$ cat config.mk
export PLATFORM = sky130hd
export DESIGN_NAME = decimal_input_unit_flat
export DESIGN_NICKNAME = d
export VERILOG_FILES = /design/src/rtl/decimal_input_unit_pkg.sv /design/src/rtl/decimal_input_unit_if.sv /design/src/rtl/decimal_input_unit_key_conditioner.sv /design/src/rtl/decimal_input_unit.sv /design/src/flat_wrapper.sv
export SDC_FILE = /design/constraint.sdc
export NUM_CORES = 1
export LEC_CHECK = 0
export BUFFER_PORTS_ARGS = -buffer_cell sky130_fd_sc_hd__buf_4
export CAP_MARGIN = 20
export CORE_MARGIN = 4
export CORE_UTILIZATION = 40
export CTS_BUF_LIST = sky130_fd_sc_hd__clkbuf_16
export DETAILED_ROUTE_END_ITERATION = 10
export GPL_TIMING_DRIVEN = 0
export PLACE_DENSITY_LB_ADDON = 0.12
export SETUP_SLACK_MARGIN = 0.2
export SYNTH_ARGS = -nofsm -noshare
export SYNTH_HDL_FRONTEND = slang
export SYNTH_SLANG_ARGS = --single-unit
$ cat constraint.sdc
create_clock -name clk -period 5.45 [get_ports clk]
set_input_delay 0.8175 -clock clk [delete_from_list [all_inputs] [get_ports clk]]
set_output_delay 0.8175 -clock clk [all_outputs]
set_load 0.005 [all_outputs]
$ cat src/rtl/decimal_input_unit_pkg.sv
// Shared types and constants for the decimal entry front end.
package decimal_input_unit_pkg;

  localparam int unsigned BCD_W = 4;

  localparam logic [9:0] MAX_POS_MAG = 10'd127;
  localparam logic [9:0] MAX_NEG_MAG = 10'd128;
  localparam logic [1:0] MAX_DIGITS  = 2'd3;

  typedef enum logic [1:0] {
    ST_IDLE    = 2'd0,
    ST_ENTRY   = 2'd1,
    ST_CONVERT = 2'd2
  } state_t;

  // Binary magnitude of a three-digit BCD entry {hundreds, tens, ones}.
  // The largest result is 999, so 10 bits always hold it.
  function automatic logic [9:0] bcd_to_mag(input logic [3*BCD_W-1:0] bcd);
    bcd_to_mag = 10'(bcd[11:8]) * 10'd100
               + 10'(bcd[7:4])  * 10'd10
               + 10'(bcd[3:0]);
  endfunction

endpackage

$ cat src/rtl/decimal_input_unit_if.sv
// Key inputs and entry/result outputs of the decimal entry unit.
// Signalling: there is no backpressure. value_valid is a one-cycle
// qualifier that marks the cycle in which value_out took a new value;
// value_out holds that value until the next successful commit or reset.
interface decimal_input_unit_if;
  import decimal_input_unit_pkg::*;

  logic [BCD_W-1:0]   digit_in;
  logic               digit_key;
  logic               sign_key;
  logic               enter_key;
  logic               clear_key;
  logic [7:0]         value_out;
  logic               value_valid;
  logic               overflow_err;
  logic               entry_sign;
  logic [3*BCD_W-1:0] entry_bcd;
  logic [1:0]         digit_count;
  state_t             fsm_state;

  modport master (
    output digit_in, digit_key, sign_key, enter_key, clear_key,
    input  value_out, value_valid, overflow_err, entry_sign, entry_bcd,
           digit_count, fsm_state
  );

  modport slave (
    input  digit_in, digit_key, sign_key, enter_key, clear_key,
    output value_out, value_valid, overflow_err, entry_sign, entry_bcd,
           digit_count, fsm_state
  );

endinterface

$ cat src/rtl/decimal_input_unit_key_conditioner.sv
// One raw button -> one-cycle pulse per press.
// Two-flop synchronizer, optional debounce (KEY_DEBOUNCE_EN), then a
// registered rising-edge detector. A held key produces a single pulse.
module key_conditioner #(
  parameter int unsigned DEBOUNCE_CYCLES = 250000
) (
  input  logic clk,
  input  logic rst_n,
  input  logic key_raw,
  output logic key_pulse
);

  if (DEBOUNCE_CYCLES < 1) begin : g_bad_debounce
    $error("DEBOUNCE_CYCLES must be at least 1");
  end

  logic sync1_q, sync2_q;
  logic level;
  logic level_prev_q;

  // Bring the asynchronous button level into the clk domain.
  always_ff @(posedge clk or negedge rst_n) begin
    if (!rst_n) begin
      sync1_q <= 1'b0;
      sync2_q <= 1'b0;
    end else begin
      sync1_q <= key_raw;
      sync2_q <= sync1_q;
    end
  end

`ifdef KEY_DEBOUNCE_EN
  localparam int unsigned CNT_W = $clog2(DEBOUNCE_CYCLES + 1);
  localparam logic [CNT_W-1:0] CNT_LAST = CNT_W'(DEBOUNCE_CYCLES - 1);

  logic             deb_q;
  logic [CNT_W-1:0] cnt_q;

  // Accept a new level only after it has differed from the current one
  // for DEBOUNCE_CYCLES consecutive cycles; any return restarts the count.
  always_ff @(posedge clk or negedge rst_n) begin
    if (!rst_n) begin
      deb_q <= 1'b0;
      cnt_q <= '0;
    end else if (sync2_q != deb_q) begin
      if (cnt_q == CNT_LAST) begin
        deb_q <= sync2_q;
        cnt_q <= '0;
      end else begin
        cnt_q <= cnt_q + 1'b1;
      end
    end else begin
      cnt_q <= '0;
    end
  end

  assign level = deb_q;
`else
  assign level = sync2_q;
`endif

  // Registered rising-edge detect on the conditioned level.
  always_ff @(posedge clk or negedge rst_n) begin
    if (!rst_n) begin
      level_prev_q <= 1'b0;
      key_pulse    <= 1'b0;
    end else begin
      level_prev_q <= level;
      key_pulse    <= level & ~level_prev_q;
    end
  end

endmodule

$ cat src/rtl/decimal_input_unit.sv
// Decimal entry front end: up to three BCD digits plus a sign are keyed
// in, then converted to an 8-bit two's-complement value with range check.
// Optional build macro: KEY_DEBOUNCE_EN (adds per-key debounce).
module decimal_input_unit
  import decimal_input_unit_pkg::*;
#(
  parameter int unsigned DEBOUNCE_CYCLES = 250000
) (
  input logic                 clk,
  input logic                 rst_n,
  decimal_input_unit_if.slave bus
);

  logic dig_p, sgn_p, ent_p, clr_p;

  key_conditioner #(.DEBOUNCE_CYCLES(DEBOUNCE_CYCLES)) u_kc_digit (
    .clk(clk), .rst_n(rst_n), .key_raw(bus.digit_key), .key_pulse(dig_p));
  key_conditioner #(.DEBOUNCE_CYCLES(DEBOUNCE_CYCLES)) u_kc_sign (
    .clk(clk), .rst_n(rst_n), .key_raw(bus.sign_key), .key_pulse(sgn_p));
  key_conditioner #(.DEBOUNCE_CYCLES(DEBOUNCE_CYCLES)) u_kc_enter (
    .clk(clk), .rst_n(rst_n), .key_raw(bus.enter_key), .key_pulse(ent_p));
  key_conditioner #(.DEBOUNCE_CYCLES(DEBOUNCE_CYCLES)) u_kc_clear (
    .clk(clk), .rst_n(rst_n), .key_raw(bus.clear_key), .key_pulse(clr_p));

  state_t             state_q, state_d;
  logic [3*BCD_W-1:0] bcd_q, bcd_d;
  logic               sign_q, sign_d;
  logic [1:0]         count_q, count_d;
  logic [7:0]         value_q, value_d;
  logic               valid_q, valid_d;
  logic               ovf_q, ovf_d;

  logic       digit_ok;
  logic [9:0] mag;
  logic       in_range;

  assign digit_ok = (bus.digit_in <= 4'd9) && (count_q < MAX_DIGITS);
  assign mag      = bcd_to_mag(bcd_q);
  assign in_range = sign_q ? (mag <= MAX_NEG_MAG) : (mag <= MAX_POS_MAG);

  // State and datapath registers.
  always_ff @(posedge clk or negedge rst_n) begin
    if (!rst_n) begin
      state_q <= ST_IDLE;
      bcd_q   <= '0;
      sign_q  <= 1'b0;
      count_q <= '0;
      value_q <= '0;
      valid_q <= 1'b0;
      ovf_q   <= 1'b0;
    end else begin
      state_q <= state_d;
      bcd_q   <= bcd_d;
      sign_q  <= sign_d;
      count_q <= count_d;
      value_q <= value_d;
      valid_q <= valid_d;
      ovf_q   <= ovf_d;
    end
  end

  // Next state and datapath updates. Only the highest-priority key pulse
  // in a cycle acts (clear > enter > sign > digit); CONVERT ignores keys.
  always_comb begin
    state_d = state_q;
    bcd_d   = bcd_q;
    sign_d  = sign_q;
    count_d = count_q;
    value_d = value_q;
    valid_d = 1'b0;
    ovf_d   = ovf_q;
    unique case (state_q)
      ST_IDLE, ST_ENTRY: begin
        if (clr_p) begin
          bcd_d   = '0;
          sign_d  = 1'b0;
          count_d = '0;
          ovf_d   = 1'b0;
          state_d = ST_IDLE;
        end else if (ent_p) begin
          state_d = ST_CONVERT;
        end else if (sgn_p) begin
          sign_d  = ~sign_q;
          state_d = ST_ENTRY;
        end else if (dig_p && digit_ok) begin
          bcd_d   = {bcd_q[2*BCD_W-1:0], bus.digit_in};
          count_d = count_q + 2'd1;
          ovf_d   = 1'b0;
          state_d = ST_ENTRY;
        end
      end
      ST_CONVERT: begin
        if (in_range) begin
          // "-0" negates to 0x00, and -128 wraps onto itself, both correct.
          value_d = sign_q ? (~mag[7:0] + 8'd1) : mag[7:0];
          valid_d = 1'b1;
          ovf_d   = 1'b0;
        end else begin
          ovf_d   = 1'b1;
        end
        bcd_d   = '0;
        sign_d  = 1'b0;
        count_d = '0;
        state_d = ST_IDLE;
      end
      default: state_d = ST_IDLE;
    endcase
  end

  assign bus.value_out    = value_q;
  assign bus.value_valid  = valid_q;
  assign bus.overflow_err = ovf_q;
  assign bus.entry_sign   = sign_q;
  assign bus.entry_bcd    = bcd_q;
  assign bus.digit_count  = count_q;
  assign bus.fsm_state    = state_q;

endmodule
$ cat src/flat_wrapper.sv
// flat-port wrapper written by rule: the top's interface ports become plain ports
module decimal_input_unit_flat import decimal_input_unit_pkg::*;
#(
  parameter int unsigned DEBOUNCE_CYCLES = 250000
)
  (clk, rst_n, bus_digit_in, bus_digit_key, bus_sign_key, bus_enter_key, bus_clear_key, bus_value_out, bus_value_valid, bus_overflow_err, bus_entry_sign, bus_entry_bcd, bus_digit_count, bus_fsm_state);
  decimal_input_unit_if bus_i ();
  input logic clk;
  input logic rst_n;
  input wire logic [$bits(bus_i.digit_in)-1:0] bus_digit_in;
  input wire logic [$bits(bus_i.digit_key)-1:0] bus_digit_key;
  input wire logic [$bits(bus_i.sign_key)-1:0] bus_sign_key;
  input wire logic [$bits(bus_i.enter_key)-1:0] bus_enter_key;
  input wire logic [$bits(bus_i.clear_key)-1:0] bus_clear_key;
  output wire logic [$bits(bus_i.value_out)-1:0] bus_value_out;
  output wire logic [$bits(bus_i.value_valid)-1:0] bus_value_valid;
  output wire logic [$bits(bus_i.overflow_err)-1:0] bus_overflow_err;
  output wire logic [$bits(bus_i.entry_sign)-1:0] bus_entry_sign;
  output wire logic [$bits(bus_i.entry_bcd)-1:0] bus_entry_bcd;
  output wire logic [$bits(bus_i.digit_count)-1:0] bus_digit_count;
  output wire logic [$bits(bus_i.fsm_state)-1:0] bus_fsm_state;
  assign bus_i.digit_in = bus_digit_in;
  assign bus_i.digit_key = bus_digit_key;
  assign bus_i.sign_key = bus_sign_key;
  assign bus_i.enter_key = bus_enter_key;
  assign bus_i.clear_key = bus_clear_key;
  assign bus_value_out = bus_i.value_out;
  assign bus_value_valid = bus_i.value_valid;
  assign bus_overflow_err = bus_i.overflow_err;
  assign bus_entry_sign = bus_i.entry_sign;
  assign bus_entry_bcd = bus_i.entry_bcd;
  assign bus_digit_count = bus_i.digit_count;
  assign bus_fsm_state = bus_i.fsm_state;
  decimal_input_unit #(.DEBOUNCE_CYCLES(DEBOUNCE_CYCLES)) u_core (.clk(clk), .rst_n(rst_n), .bus(bus_i));
endmodule
==> results of run 1 <==
## power groups by stage
stage / Clock, mW / Sequential (mW) / Combinational (mW)
after floorplan: 0 / 0.434 / 0.360
after global placement: 0 / 0.439 / 0.518
after detailed placement: 0 / 0.444 / 0.522
after CTS: 0.350 / 0.439 / 0.526
after global routing: 0.363 / 0.449 / 0.578
final: 0.342 / 0.437 / 0.518
## registers in the layout, summed over array words and instances (netlist names), 2 cells and up
| register | flops |
|---|---|
| u_core.bus.fsm_state | 2 |
| u_core.bus.digit_count | 2 |
| u_core.bus.entry_bcd | 12 |
| u_core.bus.value_out | 8 |
## final timing paths
check | startpoint | endpoint | slack, ns | depth (start not counted)
setup / recovery | u_core.bus.entry_bcd[5] | u_core.bus.value_out[6] | 1.66 | 12
hold / removal | u_core.u_kc_clear.sync1_q | u_core.u_kc_clear.level | 0.35 | 0
hold reg to reg | u_core.u_kc_clear.sync1_q | u_core.u_kc_clear.level | 0.35 | 0
max in group asynchronous | rst_n | u_core.bus.entry_bcd[5] | 4.57 | 1
setup reg to reg | u_core.bus.entry_bcd[5] | u_core.bus.value_out[6] | 1.66 | 12
min in group asynchronous | rst_n | u_core.bus.value_out[6] | 0.51 | 1
## cell families (layout without fill, tap and decap cells)
| group | Yosys count | after routing | synth area share (%) |
|---|---|---|---|
| adders and majority gates | 30 | 30 | 17.6 |
| and+or+nand+nor | 35 | 35 | 8.34 |
| DFF | 43 | 43 | 46.0 |
| buffers and inverters | 13 | 57 | 2.30 |
| muxes | 9 | 9 | 5.61 |
| AOI/OAI and AO/OA | 35 | 35 | 12.9 |
| xor gates and xnor gates | 16 | 16 | 7.27 |
## critical path, stage by stage, from the launching register on
cell and delay, ns:
dfrtp_1 0.46, ha_1 0.33, ha_1 0.23, fa_1 0.38
xor2_1 0.17, ha_1 0.31, ha_1 0.40, nand4_1 0.14
a21oi_1 0.17, and3b_1 0.22, xnor2_2 0.20, o2111ai_4 0.28
mux2_4 0.38
## routing by layer
layer / up-vias / share of wire, % / wire (microns)
met4: 0 / 1.5 / 65
met1: 724 / 47 / 2010
met3: 7 / 4.9 / 211
met5: - / 0 / 0
met2: 39 / 47 / 1990
li1: 728 / - / -
## per-stage QoR
| stage | power [mW] | utilization (%) | area, sq um | std cells | hold WS [ns] |
|---|---|---|---|---|---|
| after floorplan | 0.794 | - | 2340 | 181 | 0.331 |
| after global placement | 0.957 | 48.2 | 2700 | 289 | 0.332 |
| after detailed placement | 0.966 | 48.2 | 2700 | 289 | 0.341 |
| final | 1.30 | 51.2 | 2870 | 297 | 0.351 |
| after CTS | 1.31 | 51.2 | 2870 | 297 | 0.356 |
| after global routing | 1.39 | 51.2 | 2870 | 297 | 0.362 |
## cell usage after synthesis, types with 2 or more instances
library cell and n:
dfrtp_1 43, ha_1 25, a22o_1 14, inv_1 10, nand2_1 9, mux2_4 8
nor2b_1 7, xnor2_1 6, xor2_1 6, fa_1 5, nor2_1 5, a21oi_1 4
o21ai_0 4, o31ai_1 4, xor2_2 3, a21oi_2 2, nand3_1 2, or3_1 2
## final cells by class
type,count,area [sq um]
buffer,3,16.3
sequential,43,1080
fill,508,2740
timing repair buffer,36,270
clock inverter,3,46.3
multi-input combinational,125,1210
tap,72,90.1
clock buffer,5,125
inverter,10,37.5
==> metrics.md, run 1 <==
| Metric | Value |
|---|---|
| Seq pwr share | `33.7%` |
| Total gr overflow | `0` |
| Sw frac | `32.9%` |
| Clk_lat worst skew | `0.28 ns` |
| Antenna viol nets, final | `0` |
| Most frequent cells in the layout | `dfrtp_1 (43), buf_4 (37), ha_1 (25)` |
| Setup bufs post-CTS | `0` |
| Avg Cell Area, Syn | `between 10 and 15 sq um` |
| Final setup margin | `1.66 ns` |
| Routed wire length | `4270 microns` |
| Met1 Track Usage GR | `17.2%` |
| Worst EP arrival | `3.95 ns` |
| Chip width | `84.5 microns` |
| Clock sink count | `43` |
| Startpoint types | `flip-flop` |
| Final setup vio count | `0` |
| GR peak layer | `met2` |
| IO Count | `37` |
| Logic pwr share | `between 30% and 40%` |
| Synth Instances | `181` |
| Vias/cell | `slightly above 5` |
| Status | `finished clean` |
| Num rows | `27` |
| Tmin final | `3.79 ns` |
| Post-synthesis net count | `221` |
| Post-synth top area share | `46.0%` |
| Iteration-0 DRC Markers | `58` |
| PD cells | `451 mW/mm^2` |
| WP data required | `5.61 ns` |
| Critical path endpoint category | `flip-flop` |
| Worst slew pin tran | `0.578 ns` |
| GR Util met3 | `4.12%` |
| Peak Freq | `264 MHz` |
| CTS tree | `yes` |
| EDFF count, synth | `0` |
| Clock root cell | `clkbuf_16` |
| Pin count of the biggest net entering global routing | `44` |
| Vias in the first global route | `between 1500 and 2000` |
| Synth warn | `0` |
| Nets | `264` |
| Synth unique cells | `40` |
| Final Hold Vio Count | `0` |
| Clock skew | `0.00475 ns` |
| GPL Wtd Cong | `between 0.8 and 0.9` |
| Initial Util | `41.7%` |
| DP Worst Slack | `about 1.7 ns` |
| Synth area leaders | `dfrtp_1 (46%), ha_1 (13%), a22o_1 (5.2%)` |
| Top_reg_cell synth | `dfrtp_1` |
| WS Path Type | `reg -> reg` |
| H-Tree Depth | `2` |
| Final HPWL from detailed placement | `3350 microns` |
| Maximum vdd ir drop | `about 0.23 mV` |
| Most common cell after layout, fill and taps aside | `dfrtp_1` |
| Wirelength per Cell | `14.4 microns` |
| Sequential-to-total area share from yosys stat | `46.0%` |
| Slew Limit Fails | `0` |
| Slew HR | `61.2%` |
| Max-Cap Viols | `0` |
| # diodes | `0` |
| RSZ-0062 raised after global routing | `false` |
| Clock power share | `26.4%` |
| Post-CTS Hold Fix Bufs | `0` |
| HP Class | `reg -> reg` |
| Area leader, netlist | `dfrtp_1` |
| Proportion of layout cells with a drive suffix above 1 | `30.2%` |
| Via count | `between 1000 and 1500` |
| Core area | `0.00561 sq mm` |
| Post-synthesis async set-or-reset flop share | `100%` |
| TritonCTS buffer count | `5` |
| Port bufs | `36` |
| Syn Std Cell Area | `0.00234 sq mm` |
| Met2 GRT Util | `20.4%` |
| All-Layer GR Usage | `13.1%` |
| Die Area | `0.00714 sq mm` |
| CTS Buffer Depth | `2` |
| Clock-pin slew on the worst setup and hold paths | `roughly 0.06 ns` |
| Leakage power | `1.47 nW` |
| Switching pwr | `0.427 mW` |
| Int Power | `around 0.87 mW` |
| CP max FO | `9` |
| Setup TNS | `0 ns` |
| DR DRC count | `0` |
| Initial antenna violation count | `0` |
| Yosys reg bits | `43` |
| Post-CTS Resized | `0` |
| Period utilization | `69.5%` |
| DR pass1 iterations | `4` |
| Die height | `84.5 microns` |
| First-pass GRT wire length | `7490 microns` |
| Area Overhead vs Synth | `22.7%` |
Note: power is estimated with default switching activity, not from simulation.
==> run 2: changes to the inputs <==
==> constraint.sdc (replaced) <==
create_clock -name clk -period 3.85 [get_ports clk]
set_input_delay 0.5775 -clock clk [delete_from_list [all_inputs] [get_ports clk]]
set_output_delay 0.5775 -clock clk [all_outputs]
set_load 0.005 [all_outputs]
==> run 2 against run 1 <==
- maximum frequency up 7.0%
- clock skew down 0.0020 ns
- sequential cell count unchanged
- via count up 3.9%
- sequential share of layout area down 1.7 points
- count of clock-buffer cells in the layout unchanged
- total power up 50%
- register-to-register slack worse by 1.4 ns
- largest power group unchanged
- hold slack worse by 0.083 ns
- worst setup slack worse by 1.4 ns
==> metrics.md, run 2 (synthesis results as in run 1) <==
| Metric | Value |
|---|---|
| Highest-delay cell along the critical path | `dfrtp_2` |
| Final HPWL from detailed placement | `3350 microns (unchanged)` |
| Hold slack | `0.268 ns (-0.0833 ns)` |
| All-Layer GR Usage | `13.8% (+0.72 points)` |
| PD cells | `646 mW/mm^2 (+43%)` |
| Max-Cap Viols | `0 (unchanged)` |
| Port bufs | `36 (unchanged)` |
| Period utilization | `92.0% (+22 points)` |
| Via count | `1556 (+3.9%)` |
| Most frequent cells in the layout | `buf_4 (41), dfrtp_1 (40), ha_1 (19)` |
| Worst slew pin tran | `0.589 ns (+0.0111 ns)` |
| Slew HR | `60.4% (-0.75 points)` |
| Peak Freq | `282 MHz (+7.0%)` |
| Vias in the first global route | `1653 (+2.4%)` |
| Clock skew | `0.00273 ns (-0.00202 ns)` |
| Iteration-0 DRC Markers | `57 (-1.7%)` |
| CP max FO | `5 (-4)` |
| Slowest Stage Delay on Critical Path | `0.40 ns (-0.06 ns)` |
| GR peak layer | `met2` |
| Most common cell after layout, fill and taps aside | `buf_4` |
| TritonCTS buffer count | `5 (unchanged)` |
| CTS tree | `yes` |
| Met2 GRT Util | `22.3% (+1.9 points)` |
| Clock sink count | `43 (unchanged)` |
| Worst EP arrival | `3.71 ns (-0.24 ns)` |
| Overall power | `1.95 mW (+50%)` |
| Antenna viol nets, final | `0 (unchanged)` |
| CP delay by family, top | `adder cells` |
| Initial antenna violation count | `0 (unchanged)` |
| GR Util met3 | `3.93% (-0.20 points)` |
| Critical-path cell list | `ha_1 -> ha_2 -> fa_1 -> xor2_1 -> ha_1 -> ha_4 -> nand4_1 -> a21oi_2 -> and3b_2 -> xnor2_2 -> buf_6 -> o2111ai_4 -> mux2_4` |
| Nets | `270 (+2.3%)` |
| Chip width | `84.5 microns (unchanged)` |
| Buf/Inv on CP | `1 (+1)` |
| Post-CTS Hold Fix Bufs | `0 (unchanged)` |
| Clock root cell | `clkbuf_16` |
| Die Area | `0.00714 sq mm (unchanged)` |
| Status | `finished clean` |
| IO Count | `37 (unchanged)` |
| Setup TNS | `0 ns (unchanged)` |
| Vias/cell | `5.14 (+1.8%)` |
| CTS Buffer Depth | `2 (unchanged)` |
| RSZ-0062 raised after global routing | `false` |
| Initial Util | `41.7% (unchanged)` |
| Num rows | `27 (unchanged)` |
| Reg-to-Reg Start | `u_core.bus.entry_bcd[5]` |
| First-pass GRT wire length | `7870 microns (+5.0%)` |
| Critical path endpoint category | `flip-flop` |
| GPL Wtd Cong | `0.801 (unchanged)` |
| Slew Limit Fails | `0 (unchanged)` |
| Clk_lat worst skew | `0.28 ns (about the same)` |
| Wirelength per Cell | `14.9 microns (+3.3%)` |
| Area Overhead vs Synth | `28.9%` |
| Routed wire length | `4500 microns (+5.4%)` |
| Proportion of layout cells with a drive suffix above 1 | `37.2% (+7.0 points)` |
| HP Class | `in -> async` |
| Startpoint types | `flip-flop` |
| Leakage power | `1.48 nW (+0.65%)` |
| WS Path Type | `reg -> reg` |
| # diodes | `0 (unchanged)` |
| DR pass1 iterations | `4 (unchanged)` |
| Tmin final | `3.54 ns (-0.247 ns)` |
| Core area | `0.00561 sq mm (unchanged)` |
| CP Launch Point | `u_core.bus.entry_bcd[5]` |
| Final setup vio count | `0 (unchanged)` |
| Final Hold Vio Count | `0 (unchanged)` |
| Total gr overflow | `0 (unchanged)` |
| Met1 Track Usage GR | `17.9% (+0.75 points)` |
| H-Tree Depth | `2 (unchanged)` |
| Die height | `84.5 microns (unchanged)` |
| Pin count of the biggest net entering global routing | `44 (unchanged)` |
| WP data required | `4.02 ns (-1.59 ns)` |
| Most common cell on crit path | `ha_1` |
| Maximum vdd ir drop | `0.323 mV (+43%)` |
| Clock-pin slew on the worst setup and hold paths | `0.06 ns (about the same)` |
| DR DRC count | `0 (unchanged)` |
| Max reg flops | `12 (unchanged)` |
-- run 2: changes by cell type in the layout (fill, tap and decap cells not counted), sizes merged --
| cell | change |
|---|---|
| buf | +5 |
| o2111ai | +1 |
-- run 2: final timing paths --
path / end / slack [ns] / cells after the start
min: u_core.bus.value_out[6] / 0.27 / 1
max reg2reg: u_core.bus.value_out[6] / 0.31 / 13
max: u_core.bus.value_out[6] / 0.31 / 13
max in group asynchronous: u_core.bus.entry_bcd[7] / 3.18 / 1
min in group clk: u_core.u_kc_clear.level / 0.35 / 0
min reg2reg: u_core.u_kc_clear.level / 0.35 / 0
-- run 2: worst reg2reg max path, stage by stage, from the launching register on --
cell,delay [ns]
dfrtp_2,0.40
ha_1,0.30
ha_2,0.20
fa_1,0.37
xor2_1,0.17
ha_1,0.31
ha_4,0.32
nand4_1,0.12
a21oi_2,0.14
and3b_2,0.23
xnor2_2,0.16
buf_6,0.14
o2111ai_4,0.20
mux2_4,0.36
-- run 2: final cells by class --
type                    instances  area, sq um
clock buffers                   5          125
multi-input cells             126         1310
plain buffers                   3         16.3
flip-flops and latches         43         1080
well taps                      72         90.1
inverters                      10         37.5
fillers                       494         2590
repair buffers                 41          312
clock inverters                 3         46.3
-- run 2: power breakdown --
group          switching, mW  internal, mW
registers             0.0735         0.540
clock network          0.177         0.308
logic                  0.401         0.450
total                  0.652          1.30
-- run 2: routing by layer --
| layer | up-vias | wire [microns] |
|---|---|---|
| met5 | - | 0 |
| met4 | 0 | 73 |
| met1 | 761 | 2030 |
| li1 | 746 | - |
| met2 | 40 | 2170 |
| met3 | 9 | 224 |
-- run 2: repair_timing --
action                                  4_1_cts  5_1_grt
setup buffers                                 4        1
cloned                                        1        0
endpoints found under the setup margin        8        8
gates resized for setup                       7       11
pin swaps                                     2        5
hold endpoints to repair                      0        0
-- run 2: through the flow --
| step | instance area, sq um | cells | worst slack (ns) | utilization, % |
|---|---|---|---|---|
| global route | 3020 | 303 | 0.218 | 53.8 |
| floorplan | 2340 | 181 | 0.333 | - |
| finish | 3020 | 303 | 0.310 | 53.8 |
| detailed placement | 2700 | 289 | 0.0724 | 48.2 |
| CTS | 2950 | 302 | 0.220 | 52.6 |
| global placement | 2700 | 289 | 0.138 | 48.2 |
